File: src/rtl/hazard_ctrl.sv
// rtl/hazard_ctrl.sv - pipeline stall/flush/multiply sequencer for the 5-stage MIPS core (optional HAZARD_PERF_CNT_EN)
module hazard_ctrl #(
  parameter int MUL_LAT = 4,
  parameter int CNT_W   = 32
) (
  input  logic       clk_i,
  input  logic       rst_i,
  input  logic       start_i,
  input  logic       IDEX_memread_i,
  input  logic [4:0] IDEX_rt_i,
  input  logic [4:0] IFID_rs_i,
  input  logic [4:0] IFID_rt_i,
  input  logic       IFID_mul_i,
  input  logic       branch_taken_i,
  output logic       pc_write_o,
  output logic       IFID_write_o,
  output logic       IDEX_bubble_o,
  output logic       IFID_flush_o,
  output logic       mul_start_o,
  output logic       mul_valid_o,
  output logic       busy_o
`ifdef HAZARD_PERF_CNT_EN
  ,
  output logic [CNT_W-1:0] stall_cnt_o,
  output logic [CNT_W-1:0] flush_cnt_o
`endif
);

  // Wait counter only has to hold MUL_LAT-1, so it never wraps.
  localparam int CW = $clog2(MUL_LAT);

  // Illegal parameter values stop elaboration.
  if (MUL_LAT < 2 || MUL_LAT > 15 || CNT_W < 1) begin : g_param_check
    $error("hazard_ctrl: MUL_LAT must be 2..15 and CNT_W at least 1");
  end

  typedef enum logic [1:0] {
    ST_IDLE     = 2'd0,
    ST_RUN      = 2'd1,
    ST_MUL_WAIT = 2'd2
  } state_e;

  state_e        state_q, state_d;
  logic [CW-1:0] cnt_q, cnt_d;
  logic          lu;

  // Load in EX feeding ID: forwarding cannot cover it, so ID must wait one cycle.
  assign lu = IDEX_memread_i && (IDEX_rt_i != 5'd0) &&
              ((IDEX_rt_i == IFID_rs_i) || (IDEX_rt_i == IFID_rt_i));

  // State and multiply wait counter.
  always_ff @(posedge clk_i or posedge rst_i) begin
    if (rst_i) begin
      state_q <= ST_IDLE;
      cnt_q   <= '0;
    end else begin
      state_q <= state_d;
      cnt_q   <= cnt_d;
    end
  end

  // Next state and pipeline controls; the default is a stall with everything else quiet.
  always_comb begin
    state_d       = state_q;
    cnt_d         = cnt_q;
    pc_write_o    = 1'b0;
    IFID_write_o  = 1'b0;
    IDEX_bubble_o = 1'b1;
    IFID_flush_o  = 1'b0;
    mul_start_o   = 1'b0;
    mul_valid_o   = 1'b0;
    unique case (state_q)
      ST_IDLE: begin
        if (start_i) state_d = ST_RUN;
      end
      ST_RUN: begin
        if (lu) begin
          // Stall only; branch/multiply in ID are re-seen next cycle.
          state_d = ST_RUN;
        end else if (IFID_mul_i) begin
          mul_start_o = 1'b1;
          cnt_d       = CW'(MUL_LAT - 1);
          state_d     = ST_MUL_WAIT;
        end else begin
          pc_write_o    = 1'b1;
          IFID_write_o  = 1'b1;
          IDEX_bubble_o = 1'b0;
          IFID_flush_o  = branch_taken_i;
        end
      end
      ST_MUL_WAIT: begin
        if (cnt_q != '0) begin
          cnt_d = cnt_q - CW'(1);
        end else begin
          // Release: the multiply leaves ID now, so RUN will not see it again.
          pc_write_o    = 1'b1;
          IFID_write_o  = 1'b1;
          IDEX_bubble_o = 1'b0;
          mul_valid_o   = 1'b1;
          state_d       = ST_RUN;
        end
      end
      default: begin
        state_d = ST_IDLE;
        cnt_d   = '0;
      end
    endcase
  end

  assign busy_o = (state_q != ST_RUN);

`ifdef HAZARD_PERF_CNT_EN
  logic [CNT_W-1:0] stall_cnt_q, flush_cnt_q;
  logic             stall_inc, flush_inc;

  assign stall_inc = !pc_write_o && (state_q != ST_IDLE);
  assign flush_inc = IFID_flush_o;

  // Saturating stall and flush event counters.
  always_ff @(posedge clk_i or posedge rst_i) begin
    if (rst_i) begin
      stall_cnt_q <= '0;
      flush_cnt_q <= '0;
    end else begin
      if (stall_inc && (stall_cnt_q != '1)) stall_cnt_q <= stall_cnt_q + CNT_W'(1);
      if (flush_inc && (flush_cnt_q != '1)) flush_cnt_q <= flush_cnt_q + CNT_W'(1);
    end
  end

  assign stall_cnt_o = stall_cnt_q;
  assign flush_cnt_o = flush_cnt_q;
`endif

endmodule

File: config.mk
export PLATFORM = sky130hd
export DESIGN_NAME = hazard_ctrl
export DESIGN_NICKNAME = d
export VERILOG_FILES = /design/src/rtl/hazard_ctrl.sv
export SDC_FILE = /design/constraint.sdc
export NUM_CORES = 1
export LEC_CHECK = 0
export CORE_MARGIN = 2
export CORE_UTILIZATION = 42
export DETAILED_ROUTE_END_ITERATION = 12
export PLACE_DENSITY = 0.9
export SYNTH_ARGS = -nofsm -noshare
export SYNTH_HDL_FRONTEND = slang
export SYNTH_SLANG_ARGS = --single-unit
export TNS_END_PERCENT = 5
File: constraint.sdc
create_clock -name clk_i -period 4.2 [get_ports clk_i]
set_input_delay 1.05 -clock clk_i [delete_from_list [all_inputs] [get_ports clk_i]]
set_output_delay 1.05 -clock clk_i [all_outputs]
set_load 0.01 [all_outputs]
# == Yosys cells after proc, flatten, opt, wreduce, memory -nomap -nowiden ==
# Index checks and enable logic that the tools add are counted.
# Widths: inputs -> output; s select.
# word_totals
ff_bits,4
output_inout_bits,7
# op_classes
n_addsub,1
mux,23
bitwise_logic,1
n_eq_ne,11
reduce_logical,8
# ops
cell,n
$mux 2,7
$mux 1,12
$pmux 2 s3,2
$eq 5x5->1,2
$ne 2x2->1 const B,5
$reduce_bool 5->1,1
$pmux 1 s2,2
$reduce_and 4->1,1
$ne 3x3->1 const B,1
$reduce_and 3->1,1
$eq 2x1->1 const B,1
$eq 2x2->1 const B,1
$logic_and 1x1->1,2
$logic_not 2->1,1
$ne 2x1->1 const B,1
$reduce_bool 2->1,1
$sub 2x1->2 const B,1
$logic_or 1x1->1,1
$not 1->1,1

# == Depth between registers and ports, before layout ==
# logic_depth
word_depth,5
depth_mapped,8

# == Worst setup path before layout ==
# OpenSTA, ideal clock, no wires.
# synth_timing
path_kind,input to output
start,input port IDEX_rt_i[1]
end,output port pc_write_o
setup_slack_ps,774
stages,6
t_arrival_ps,2376
path_buffers,2
cell_sequence,or4_4 -> o221ai_2 -> buf_6 -> a21oi_1 -> nor2b_1 -> buf_4
# synth_via
elab_chain_len,5
word_cells_on_any_way,8
cone_classes,2 x eq/ne; 2 x mux; 4 x reduce/logical
# synth_lines
item,line,text
start: declaration,10,"input logic [4:0] IDEX_rt_i,"
$eq 5x5->1 or $reduce_bool 5->1 (tied branches),"49, 48",
$logic_or 1x1->1 or $logic_and 1x1->1 (tied branches),"49, 48",
$logic_and 1x1->1 (*),48,assign lu = IDEX_memread_i && (IDEX_rt_i != 5'd0) &&
$mux 1 (*),--,
$pmux 1 s2 (*),--,
end: declaration,15,"output logic pc_write_o,"
# Mark *: on every way between the ends. The rest lies on a longest branch, timed or not.

# == Worst setup path in the final report ==
# layout_timing
start,input port IDEX_rt_i[2]
end,output port IDEX_bubble_o
# layout_via
elab_chain_len,5
word_cells_on_any_way,8
cone_classes,2 x eq/ne; 2 x mux; 4 x reduce/logical
# layout_lines
item,line,text
$eq 5x5->1 or $reduce_bool 5->1 (tied branches),"49, 48",
$logic_or 1x1->1 or $logic_and 1x1->1 (tied branches),"49, 48",
$logic_and 1x1->1 (*),48,
$mux 1 (*),77,if (lu) begin
$pmux 1 s2 (*),72,unique case (state_q)
end: declaration,17,"output logic IDEX_bubble_o,"
# Marked as above.

==> impl_metrics.csv <==
group,metric,value,unit
hold_path,min_path_type,"flop to flop",
timing,finalSetupViolCount,0,
clocking,clkLatencyLatePin,0.23,ns
floorplan,die_area,1650,um^2
worst_setup_path,critPathKind,"input port to primary output",
worst_setup_path,max_stage_delay,0.53,ns
clocking,cts_max_path_buffers,2,
worst_setup_path,crit_buf_inv,2,
global_routing,grt_pass1_wl,2090,um
drt,vias,598,
logic_synthesis,syn_area,563,um^2
place,place_area,848,um^2
timing,setup_tns,0,ns
timing,hold_ws,0.559,ns
floorplan,rows,13,
hold_path,min-delay-start,"cnt_q[1]",
drt,drt_iter0_markers,23,
place,dp_slack,-0.00147,ns
worst_setup_path,r2r_cells,6,
worst_setup_path,critPathRequiredTime,3.15,ns
finish,final_nets,125,
timing,hold_violations,0,
worst_setup_path,critPathCaptureType,"primary output",
drt,wl_met1,578,um
finish,final_layout_size_suffix_gt1_share,10.3,%
flow_run,cap_violations,0,
global_routing,grt_pass1_vias,519,
place,place_congestion,0.821,
worst_setup_path,critPathMaxFanout,5,
floorplan,start_util,44.4,%
status,outcome,"finished clean",
floorplan,die_h,40.6,um
timing,worst_pin_slew,0.363,ns
logic_synthesis,synth_area_per_cell,8.40,um^2
timing,setup_slack,0.121,ns
clocking,cts_root_buf,"clkbuf_4",
logic_synthesis,synth_seq_cells,4,
place,dp_hpwl,1190,um
timing,min_period,4.08,ns
worst_setup_path,r2r_start,"state_q[0]",
worst_setup_path,critPathTopFamily,"buffers and inverters",
timing,fmax,245,MHz
logic_synthesis,ys_warn_count,0,
floorplan,fp.dieW,40.6,um
drt,wl_per_cell,12.4,um
clocking,numClockSinks,4,
worst_setup_path,startpoint_type,"input port",
drt,vias_per_cell,5.34,
floorplan,coreArea,1270,um^2
hold_path,hold_path_end,"cnt_q[1]",
worst_setup_path,r2r_slack,2.43,ns
place,portBuffers,27,
logic_synthesis,synth.top_cell.area_share,17.8,%
logic_synthesis,synthCells,67,
clocking,cts_setup_buffers,0,
hold_path,hold_depth,2,
clocking,htreeDepth,1,
finish,finalInstanceArea,887,um^2
drt,wl_met2,712,um
drt,dr.max_layer_used,"met3",
global_routing,grt_max_degree,8,
logic_synthesis,synth_nets,93,
drt,drcViolationCount,0,
power,power_density,520,nW/um^2
drt,antenna_left,0,
global_routing,track_usage,18.4,%
worst_setup_path,r2r-end,"state_q[1]",
global_routing,antenna_found_initial,0,
timing,fin_crit_sh,97.1,%
floorplan,num_io_pins,28,
worst_setup_path,crit_slowest_cell,"clkdlybuf4s50_1",
logic_synthesis,yosysUniqueCellTypes,30,
finish,syn2layout_area_growth,57.6,%
clocking,numCtsBuffers,3,
logic_synthesis,ys_seq_area_share,17.8,%
finish,diodes,0,
power,ir_worst_vdd,454,uV
worst_setup_path,critical_path.cell_chain,"clkdlybuf4s50_1, xnor2_1, nand3_1, nor3_2, o221ai_4, a21o_1, nand3_1, clkdlybuf4s50_1",
worst_setup_path,critPathArrivalTime,3.03,ns
timing,rsz0062_at_grt,"true",
drt,dr.pass1.iters,4,
logic_synthesis,synth.largest_area_cell,"dfrtp_1",
timing,slew_headroom,75.6,%
drt,met3_length,99,um
drt,totalWireLength,1390,um
timing,slew_viol_final,0,
logic_synthesis,synth_area_leaders,"dfrtp_1 18%, ha_1 11%, xnor2_1 9.3%",
clocking,cts.reportedPaths.clkPinSlew,0.03,ns
timing,timing.clock.skew,0.00134,ns
clocking,cts_tree,"built",
power,p_leak,0.400,nW
global_routing,overflow,0,
==> area by class of cell <==
type | count | area [um^2]
multi-input cells | 53 | 425
fillers | 104 | 382
repair buffers | 29 | 290
flip-flops and latches | 4 | 100
inverters | 8 | 30.0
clock buffers | 3 | 22.5
well taps | 15 | 18.8
==> cells by family after synthesis <==
| group | after synthesis | share of synthesized area, % |
|---|---|---|
| xor+xnor | 10 | 15.6 |
| flops | 4 | 17.8 |
| mux | 1 | 2.00 |
| fa+ha+maj | 5 | 11.1 |
| simple gates | 21 | 22.9 |
| compound gates | 16 | 22.0 |
| buf+inv | 10 | 8.67 |
==> worst reg2reg max path: cells and delay by family (launching register included) <==
kind | cells | cell delay [ns]
AND/OR/NAND/NOR | 1 | 0.26
buffers and inverters | 1 | 0.10
flip-flops | 1 | 0.40
AO/OA/AOI/OAI | 3 | 0.65
adder cells (fa/ha/maj) | 1 | 0.24
==> metal layers <==
metal / global-route usage, % / vias up
met5: 0 / -
met4: 8.33 / 0
met3: 0 / 0
met2: 31.7 / 30
met1: 24.0 / 269
li1: - / 299
==> sequential cells by signal, indices dropped and copies added, names as in the netlist <==
name,cells
cnt_q,2
state_q,2
==> metrics by stage <==
| stage | util (%) | cells | total power [mW] |
|---|---|---|---|
| floorplan | - | 67 | 0.286 |
| global placement | 66.9 | 109 | 0.408 |
| detailed placement | 66.9 | 109 | 0.417 |
| CTS | 68.6 | 112 | 0.464 |
| global route | 69.9 | 112 | 0.505 |
| finish | 69.9 | 112 | 0.462 |
==> worst max-delay path by stage <==
| stage | startpoint | end | slack (ns) | depth (start not counted) |
|---|---|---|---|---|
| 3_3_place_gp | IDEX_rt_i[2] | pc_write_o | 0.07 | 6 |
| 2_1_floorplan | IDEX_rt_i[1] | pc_write_o | 0.77 | 6 |
| 4_1_cts | IDEX_rt_i[2] | IFID_write_o | 0.0005 | 6 |
| 6_report | IDEX_rt_i[2] | IDEX_bubble_o | 0.12 | 8 |
| 3_5_place_dp | IDEX_rt_i[2] | IFID_write_o | -0.001 | 6 |
| 5_1_grt | IDEX_rt_i[0] | IDEX_bubble_o | -0.02 | 8 |
==> report_power, final <==
part           leakage (nW)  internal, mW  switching (mW)  total (mW)
combinational         0.335         0.176           0.172       0.347
sequential           0.0513        0.0557          0.0138      0.0695
clock                0.0138        0.0318          0.0131      0.0448
total                 0.400         0.263           0.199       0.462
==> synth_stat cells (all sizes together) <==
library cell,number
nor2b,3
o22a,1
buf,2
o211ai,2
nor3,2
dfrtp,4
a22oi,2
and3,4
o311ai,2
a32o,1
or2b,1
xnor2,6
a21o,1
or4,1
ha,5
nand2b,1
xor2,4
o22ai,1
nand3,3
and2,1
o21ai,2
nor2,3
a21oi,3
nand2,2
inv,8
o221ai,1
mux2,1
==> what timing repair did <==
| item | in CTS | in global routing |
|---|---|---|
| hold buffers | 0 | 0 |
| endpoints found under the setup margin | 0 | 3 |
| gates resized for setup | 0 | 3 |
==> cell usage in the layout, fill, tap and decap left out, types with 3 or more instances in the layout <==
cell,n
and3_1,4
xnor2_1,6
ha_1,5
nor2_1,3
clkbuf_4,3
xor2_1,4
clkdlybuf4s50_1,25
inv_1,8
nor2b_1,3
nand3_1,3
dfrtp_1,4
No activity file was read; power rests on OpenSTA's default activity.
